## src/rtl/ddr_cmd_sequencer_pkg.sv

```systemverilog
// Shared types and default timing for the single-bank DDR command sequencer.
package ddr_cmd_sequencer_pkg;

    typedef enum logic [1:0] {
        BL_8   = 2'b00,
        BL_OTF = 2'b01,
        BL_BC4 = 2'b10
    } bl_mode_t;

    localparam logic [1:0] RW_NONE = 2'b00;
    localparam logic [1:0] RW_RD   = 2'b01;
    localparam logic [1:0] RW_WR   = 2'b10;

    typedef enum logic [3:0] {
        IDLE,
        MRS,
        MRD_WAIT,
        ACT,
        RCD_WAIT,
        CAS,
        LAT_WAIT,
        BURST,
        PRE,
        RP_WAIT
    } seq_state_t;

    localparam int DEF_T_RCD = 4;
    localparam int DEF_T_RP  = 4;
    localparam int DEF_T_CL  = 5;
    localparam int DEF_T_CWL = 4;
    localparam int DEF_T_MRD = 8;

    function automatic int max_int(input int a, input int b);
        return (a > b) ? a : b;
    endfunction

endpackage

```

## src/rtl/ddr_wait_counter.sv

```systemverilog
// Loadable down-counter shared by all sequencer wait states; done flags zero.
module ddr_wait_counter #(
    parameter int W = 4
) (
    input  logic         clock,
    input  logic         reset_n,
    input  logic         load,
    input  logic [W-1:0] load_val,
    output logic         done
);

    logic [W-1:0] cnt;

    always_ff @(posedge clock) begin
        if (!reset_n) begin
            cnt <= '0;
        end else if (load) begin
            cnt <= load_val;
        end else if (cnt != '0) begin
            cnt <= cnt - W'(1);
        end
    end

    assign done = (cnt == '0);

endmodule

```

## src/rtl/ddr_cmd_sequencer.sv

```systemverilog
// Single-bank DDR command sequencer: ACT/CAS/burst/PRE playout plus serialised
// MR0 burst-length updates between transactions.
//
// state    | meaning
// IDLE     | ready for a request or a burst-length change
// MRS      | MR0 write strobe, new BL takes effect
// MRD_WAIT | MRS-to-next-command recovery
// ACT      | row activate strobe
// RCD_WAIT | ACT-to-CAS delay
// CAS      | column command strobe, transfer window opens
// LAT_WAIT | read/write CAS latency
// BURST    | data beats, BL/2 clocks
// PRE      | precharge
// RP_WAIT  | precharge recovery
module ddr_cmd_sequencer
    import ddr_cmd_sequencer_pkg::*;
#(
    parameter int T_RCD = DEF_T_RCD,
    parameter int T_RP  = DEF_T_RP,
    parameter int T_CL  = DEF_T_CL,
    parameter int T_CWL = DEF_T_CWL,
    parameter int T_MRD = DEF_T_MRD
) (
    input  logic       clock,
    input  logic       reset_n,
    input  logic       req_valid,
    input  logic       req_write,
    output logic       req_ready,
    input  logic       cfg_bl_req,
    input  logic [1:0] cfg_bl,
    output logic       cfg_ack,
    output logic       act_cmd,
    output logic       next_cmd,
    output logic [1:0] dev_rw,
    output logic       dev_rd,
    output logic       rw_proc,
    output logic       dev_busy,
    output logic       mrs_update,
    output logic [1:0] bl_update,
    output int         BL
);

    localparam int MAX_T = max_int(max_int(max_int(T_RCD, T_RP), max_int(T_CL, T_CWL)),
                                   max_int(T_MRD, 4));
    localparam int CW    = $clog2(MAX_T + 1);

    seq_state_t    state, state_next;
    logic          wr_q;
    logic          cnt_load;
    logic [CW-1:0] cnt_val;
    logic          cnt_done;
    logic [CW-1:0] lat_m2;
    logic          lat_skip;
    logic [CW-1:0] burst_m1;
    logic [1:0]    rw_code;

    ddr_wait_counter #(.W(CW)) u_wait (
        .clock    (clock),
        .reset_n  (reset_n),
        .load     (cnt_load),
        .load_val (cnt_val),
        .done     (cnt_done)
    );

    // The counter holds (cycles - 1), so a wait of N cycles loads N-2 one state early.
    assign lat_m2   = wr_q ? CW'(T_CWL - 2) : CW'(T_CL - 2);
    assign lat_skip = wr_q ? (T_CWL == 1) : (T_CL == 1);
    assign burst_m1 = CW'(BL / 2 - 1);
    assign rw_code  = wr_q ? RW_WR : RW_RD;
    assign dev_busy = (state != IDLE);

    always_ff @(posedge clock) begin
        if (!reset_n) begin
            state     <= IDLE;
            wr_q      <= 1'b0;
            bl_update <= BL_8;
            BL        <= 8;
        end else begin
            state <= state_next;
            if (state == IDLE && !cfg_bl_req && req_valid) begin
                wr_q <= req_write;
            end
            if (cfg_ack) begin
                bl_update <= cfg_bl;
                BL        <= (cfg_bl == BL_BC4) ? 4 : 8;
            end
        end
    end

    always_comb begin
        state_next = state;
        cnt_load   = 1'b0;
        cnt_val    = '0;
        req_ready  = 1'b0;
        cfg_ack    = 1'b0;
        act_cmd    = 1'b0;
        next_cmd   = 1'b0;
        dev_rw     = RW_NONE;
        dev_rd     = 1'b0;
        rw_proc    = 1'b0;
        mrs_update = 1'b0;
        case (state)
            IDLE: begin
                req_ready = !cfg_bl_req;
                if (cfg_bl_req) begin
                    cfg_ack    = 1'b1;
                    state_next = MRS;
                end else if (req_valid) begin
                    state_next = ACT;
                end
            end
            MRS: begin
                mrs_update = 1'b1;
                if (T_MRD > 1) begin
                    state_next = MRD_WAIT;
                    cnt_load   = 1'b1;
                    cnt_val    = CW'(T_MRD - 2);
                end else begin
                    state_next = IDLE;
                end
            end
            MRD_WAIT: begin
                if (cnt_done) state_next = IDLE;
            end
            ACT: begin
                act_cmd = 1'b1;
                if (T_RCD > 1) begin
                    state_next = RCD_WAIT;
                    cnt_load   = 1'b1;
                    cnt_val    = CW'(T_RCD - 2);
                end else begin
                    state_next = CAS;
                end
            end
            RCD_WAIT: begin
                if (cnt_done) state_next = CAS;
            end
            CAS: begin
                next_cmd = 1'b1;
                dev_rw   = rw_code;
                rw_proc  = 1'b1;
                cnt_load = 1'b1;
                if (lat_skip) begin
                    state_next = BURST;
                    cnt_val    = burst_m1;
                end else begin
                    state_next = LAT_WAIT;
                    cnt_val    = lat_m2;
                end
            end
            LAT_WAIT: begin
                dev_rw  = rw_code;
                rw_proc = 1'b1;
                if (cnt_done) begin
                    state_next = BURST;
                    cnt_load   = 1'b1;
                    cnt_val    = burst_m1;
                end
            end
            BURST: begin
                dev_rw  = rw_code;
                rw_proc = 1'b1;
                dev_rd  = !wr_q;
                if (cnt_done) state_next = PRE;
            end
            PRE: begin
                if (T_RP > 1) begin
                    state_next = RP_WAIT;
                    cnt_load   = 1'b1;
                    cnt_val    = CW'(T_RP - 2);
                end else begin
                    state_next = IDLE;
                end
            end
            RP_WAIT: begin
                if (cnt_done) state_next = IDLE;
            end
            default: state_next = IDLE;
        endcase
    end

endmodule

```

## config.mk

```make
export PLATFORM = sky130hd
export DESIGN_NAME = ddr_cmd_sequencer
export DESIGN_NICKNAME = d
export VERILOG_FILES = /design/src/rtl/ddr_cmd_sequencer_pkg.sv /design/src/rtl/ddr_wait_counter.sv /design/src/rtl/ddr_cmd_sequencer.sv
export SDC_FILE = /design/constraint.sdc
export NUM_CORES = 1
export LEC_CHECK = 0
export ABC_AREA = 0
export BUFFER_PORTS_ARGS = -buffer_cell sky130_fd_sc_hd__buf_4
export CORE_MARGIN = 10
export CORE_UTILIZATION = 25
export CTS_CLUSTER_DIAMETER = 200
export DETAILED_ROUTE_END_ITERATION = 8
export PLACE_DENSITY_LB_ADDON = 0.08
export SLEW_MARGIN = 20
export SYNTH_ARGS = -nofsm -noshare
export SYNTH_HDL_FRONTEND = slang
export SYNTH_SLANG_ARGS = --single-unit
```

## constraint.sdc

```tcl
create_clock -name clock -period 2.2 [get_ports clock]
set_input_delay 0 -clock clock [delete_from_list [all_inputs] [get_ports clock]]
set_output_delay 0 -clock clock [all_outputs]
set_load 0.01 [all_outputs]
```

==> results of run 1 <==
flip-flops by register name (all words and copies together) (netlist names):
| name | flops |
|---|---|
| state | 4 |
| u_wait.cnt | 4 |
| BL | 2 |
| bl_update | 2 |
| wr_q | 1 |
layout by cell type, fill, tap and decap left out, types with 2 or more instances in the layout:
cell      count
xnor2_1       2
nand3_1       2
nor2_1        8
inv_1         8
nor3_1        6
nand2_1       4
clkbuf_8      3
nor2b_1       2
nand2b_1      2
or3_1         3
dfxtp_1      13
conb_1       30
buf_4        21
o21a_1        2
o21ai_1       3
ha_1          2
a21oi_1       8
mux2i_1       4
o311ai_1      2
area by class of cell:
class / count / share of cell area [%]
clock buffer: 4 / 3.68
inverter: 8 / 2.45
multi-input combinational: 104 / 53.6
sequential: 13 / 21.3
tap: 52 / 5.32
timing repair buffer: 22 / 13.7
stage by stage:
| step | hold slack [ns] | setup WS (ns) | instance area, um^2 | std cells |
|---|---|---|---|---|
| 6_report | 0.00548 | 0.399 | 1220 | 203 |
| 2_1_floorplan | 0.0624 | 0.580 | 1200 | 161 |
| 3_3_place_gp | 0.245 | 0.414 | 1170 | 198 |
| 3_5_place_dp | 0.258 | 0.396 | 1170 | 198 |
| 5_1_grt | 0.0264 | 0.230 | 1220 | 203 |
| 4_1_cts | 0.00858 | 0.384 | 1220 | 203 |
worst reg2reg max path: stages, from the launching register on:
cell and delay [ns]:
dfxtp_1 0.32, inv_1 0.08, ha_1 0.18, nor3b_4 0.44, a2111oi_2 0.06, buf_4 0.18
or3_1 0.36, a21oi_1 0.12
worst min-delay path by stage:
stage / depth (start not counted) / start / slack [ns] / end
floorplan: 1 / cfg_bl_req / 0.06 / req_ready
finish: 2 / reset_n / 0.005 / BL[3]
CTS: 2 / reset_n / 0.009 / BL[3]
global route: 3 / cfg_bl[0] / 0.03 / bl_update[0]
detailed placement: 3 / cfg_bl[0] / 0.26 / bl_update[0]
global placement: 3 / cfg_bl[1] / 0.25 / bl_update[1]
power by group through the flow:
| stage | sequential (mW) | clock [mW] | combinational (mW) |
|---|---|---|---|
| final | 0.412 | 0.225 | 0.771 |
| after global routing | 0.429 | 0.243 | 0.861 |
| after CTS | 0.412 | 0.232 | 0.779 |
| after detailed placement | 0.416 | 0 | 0.775 |
| after global placement | 0.418 | 0 | 0.779 |
| after floorplan | 0.360 | 0 | 0.674 |
metal layers:
metal  vias up  share of wire [%]  global-route usage (%)
li1        435                  -                       -
met2        36                 43                    11.4
met1       400                 44                    7.83
met4         0                1.5                    2.65
met3         5                 12                    3.85
met5         -                  0                       0
repair_timing:
| item | in CTS | in global routing |
|---|---|---|
| setup buffers | 0 | 0 |
| hold buffers | 1 | 0 |
| endpoints found under the hold margin | 1 | 0 |
| endpoints found under the setup margin | 0 | 0 |
cell families after synthesis:
kind of cell / count (synthesis) / synth area share, %
simple gates: 42 / 24.5
flops: 13 / 23.8
fa+ha+maj: 2 / 2.29
compound gates: 24 / 17.6
buf+inv: 44 / 26.3
other cells: 1 / 0.343
xor+xnor: 2 / 1.60
mux: 4 / 3.66
==> results.json, run 1 <==
{
  "htreeDepth": 1,
  "r2r-start": "u_wait.cnt[0]",
  "regArea_um2": 260,
  "synth_area_um2": 1090,
  "cp_num_cells": 7,
  "crit_fanout": 9,
  "setup_tns_ns": 0,
  "synth.top_cell.area_share_pct": 23.8,
  "crit_chain": "inv_1 > ha_1 > nor3b_4 > a2111oi_2 > buf_4 > or3_1 > a21oi_1",
  "wl_per_cell_um": 13.4,
  "drive_gt1_share_pct": 19.9,
  "rows": 24,
  "die_y_um": 86.2,
  "reg2reg_depth": 7,
  "antenna_found_initial": 0,
  "dr.first_iter.drc_count": 50,
  "p_seq_share_pct": 29.3,
  "setup_viol": 0,
  "synthArstFlopShare_pct": 0,
  "syn_to_final_growth_pct": 11.8,
  "synth_area_leaders": "dfxtp_1 (24%), buf_4 (21%), a21oi_1 (3.7%)",
  "final_util_pct": 28.5,
  "post_cts_resized": 0,
  "insertion_delay_ns": 0.25,
  "wl_mm": 2.73,
  "r2r_slack_ns": 0.40,
  "fmax_mhz": 555,
  "cp-start-kind": "flop",
  "cts_buffers": 3,
  "ys_seq_elements": 13,
  "avgSynthCellArea_um2": 8.29,
  "design.core.area_um2": 4290,
  "antenna_cells": 0,
  "reg2reg_to": "state[1]",
  "cts_buffer_depth": 2,
  "multi_input_area_um2": 656,
  "status": "completed",
  "final-hold-violation-count": 0,
  "finalNetCount": 161,
  "ios": 51,
  "worstSetupEndpointType": "flop",
  "cp.required_ns": 2.38,
  "yosysUniqueCellTypes": 46,
  "endpoint": "state[1]",
  "total_power_mw": 1.41,
  "cts_root_buf": "clkbuf_8",
  "p_per_area_nw_per_um2": 1150,
  "grt_pass1_vias": 895,
  "p_sw_share_pct": 43.0,
  "drcViolationCount": 0,
  "critPathArrivalTime_ns": 1.98,
  "yosysSeqAreaShare_pct": 23.8,
  "drv_cap": 0,
  "synth_warnings": 0,
  "clk_pin_slew_ns": 0.06,
  "finalMaxSlewViolations": 0,
  "relSlewSlack_pct": 65.2,
  "cts_sinks": 13,
  "p_clk_share_pct": 16.0,
  "vdd_drop_max_uv": 281,
  "cp_num_buf_inv": 2,
  "path_delay_family": "simple AND/OR/NAND/NOR gates",
  "cts_tree": "built",
  "fin_crit_sh_pct": 81.8,
  "hp-class": "in2reg",
  "dieArea_um2": 7430,
  "synth_top_area_cell": "dfxtp_1",
  "internal-power_mw": 0.803,
  "rsz0062_at_grt": "false",
  "post-synth-top-count-cell": "buf_4",
  "crit_type": "reg2reg",
  "grt_pass1_wl_mm": 4.38,
  "fin_skew_ns": 0.00397,
  "cpPeakStageDelay_ns": 0.44,
  "tightest_slew_ns": 0.521,
  "period_minus_slack_ns": 1.80,
  "grt_usage_pct": 7.14,
  "gp_congestion": 0.750,
  "io_buffers": 20,
  "postSynthCellCount": 132,
  "ant_nets": 0,
  "netlist_top_cells_count": "buf_4 (30), dfxtp_1 (13), a21oi_1 (8), inv_1 (8), nor2_1 (8)",
  "start_util_pct": 25.5,
  "combPwrFrac_pct": 54.8,
  "die_x_um": 86.2,
  "synth_edf_count": 0,
  "grt_max_degree": 19,
  "crit_start": "u_wait.cnt[0]",
  "avgViaCountPerCell": 4.32,
  "switching_power_mw": 0.605,
  "via_count": 876,
  "fillers": 460,
  "hpwlAfterDp_mm": 2.21,
  "ys.flop_type": "dfxtp_1",
  "dr.pass1.iters": 4,
  "crit_path_top_delay_cell": "nor3b_4",
  "leakagePower_nw": 0.563,
  "grt.overflow.total": 0
}
No activity file was read; power rests on OpenSTA's default activity.
==> inputs of run 2 (changes only) <==
==> constraint.sdc (replaced) <==
create_clock -name clock -period 1.7 [get_ports clock]
set_input_delay 0 -clock clock [delete_from_list [all_inputs] [get_ports clock]]
set_output_delay 0 -clock clock [all_outputs]
set_load 0.01 [all_outputs]
==> results.json, run 2 (synthesis results as in run 1) <==
{
  "insertion_delay_ns": 0.25,
  "hpwlAfterDp_mm": 2.39,
  "crit_chain": "or4_4 > buf_4 > nor2_4 > buf_4",
  "p_sw_share_pct": 41.0,
  "ios": 51,
  "path_delay_family": "simple AND/OR/NAND/NOR gates",
  "avgViaCountPerCell": 4.37,
  "crit_fanout": 6,
  "cts_root_buf": "clkbuf_8",
  "cts_buffers": 3,
  "cp.required_ns": 1.70,
  "clk_pin_slew_ns": 0.06,
  "cts_sinks": 13,
  "leakagePower_nw": 0.620,
  "setup_viol": 0,
  "dr.pass1.iters": 4,
  "grt_pass1_wl_mm": 4.89,
  "cts_buffer_depth": 2,
  "period_minus_slack_ns": 1.69,
  "finalNetCount": 172,
  "hold-worst-slack_ns": 0.00612,
  "start_util_pct": 25.5,
  "syn_to_final_growth_pct": 20.1,
  "cp_num_buf_inv": 2,
  "ant_nets": 0,
  "hp-class": "in2reg",
  "design.core.area_um2": 4290,
  "die_x_um": 86.2,
  "switching_power_mw": 0.826,
  "final_cell_mix": "buf_4 (33), conb_1 (30), dfxtp_1 (11), inv_1 (8), nor2_1 (8)",
  "grt_pass1_vias": 988,
  "gp_congestion": 0.772,
  "crit_path_top_delay_cell": "or4_4",
  "die_y_um": 86.2,
  "grt_usage_pct": 7.87,
  "rsz0062_at_grt": "true",
  "via_count": 935,
  "antenna_found_initial": 0,
  "crit_type": "reg2out",
  "p_clk_share_pct": 14.2,
  "final-hold-violation-count": 0,
  "rows": 24,
  "dieArea_um2": 7430,
  "grt_max_degree": 13,
  "grt.overflow.total": 0,
  "fmax_mhz": 593,
  "io_buffers": 20,
  "status": "completed",
  "critPathArrivalTime_ns": 1.69,
  "p_per_area_nw_per_um2": 1530,
  "p_seq_share_pct": 23.1,
  "combPwrFrac_pct": 62.7,
  "worstSetupEndpointType": "primary output",
  "critPathMostFrequentCell": "buf_4",
  "total_power_mw": 2.01,
  "largest_registers": "state (4), u_wait.cnt (4)",
  "dr.first_iter.drc_count": 51,
  "cp-start-kind": "flop",
  "fin_crit_sh_pct": 99.2,
  "wl_per_cell_um": 13.5,
  "internal-power_mw": 1.19,
  "fin_skew_ns": 0.00267,
  "final_common_cell": "buf_4",
  "cpPeakStageDelay_ns": 0.57,
  "vdd_drop_max_uv": 415,
  "htreeDepth": 1,
  "setup_tns_ns": 0,
  "drive_gt1_share_pct": 28.4,
  "drv_cap": 0,
  "wl_mm": 2.89,
  "drcViolationCount": 0,
  "finalMaxSlewViolations": 0,
  "cts_tree": "built",
  "antenna_cells": 0
}
-- run 2: timing repair --
| action | 4_1_cts | 5_1_grt |
|---|---|---|
| setup buffers | 0 | 3 |
| gates resized for setup | 0 | 5 |
| endpoints found under the setup margin | 0 | 7 |
| hold buffers | 0 | 0 |
| endpoints found under the hold margin | 0 | 0 |
-- run 2: final timing paths --
check | end | cells after the start | slack (ns) | startpoint
setup / recovery | cfg_ack | 4 | 0.01 | state[0]
hold reg to reg | bl_update[0] | 2 | 0.51 | bl_update[0]
setup reg to reg | BL[3] | 5 | 0.03 | state[0]
hold / removal | bl_update[0] | 3 | 0.006 | cfg_bl[0]
-- run 2: metrics by stage --
step	worst slack, ns	utilization [%]	instances	instance area (um^2)
3_3_place_gp	0.0607	28.8	207	1240
2_1_floorplan	0.0804	-	161	1200
3_5_place_dp	0.0278	28.8	207	1240
5_1_grt	-0.0539	30.6	214	1320
4_1_cts	0.0206	29.8	211	1280
6_report	0.0136	30.6	214	1320
-- run 2: layer usage --
layer  part of all wire, %  routed length [um]  up-vias  global-route usage (%)
met5                     0                   0        -                       0
met4                   1.0                  29        0                    2.21
met3                    11                 309        5                    3.56
li1                      -                   -      462                       -
met2                    45                1310       42                    12.8
met1                    43                1240      426                    9.12
-- run 2: worst register-to-register path: stages, from the launching register on --
cell	delay, ns
dfxtp_4	0.35
or4_4	0.57
buf_4	0.17
nor2_4	0.18
and3b_1	0.21
o21ai_1	0.07
-- run 2: area by class of cell --
cell class / instances / area [um^2]
multi-input combinational: 104 / 662
fill: 480 / 2980
sequential: 13 / 265
inverter: 8 / 30.0
tap: 52 / 65.1
clock buffer: 4 / 45.0
timing repair buffer: 33 / 248
-- run 2: power by group through the flow --
stage | registers, mW | clock network (mW) | logic, mW
after global routing | 0.478 | 0.315 | 1.41
after CTS | 0.476 | 0.295 | 1.19
final | 0.466 | 0.285 | 1.26
after detailed placement | 0.482 | 0 | 1.18
after floorplan | 0.466 | 0 | 0.872
after global placement | 0.483 | 0 | 1.17
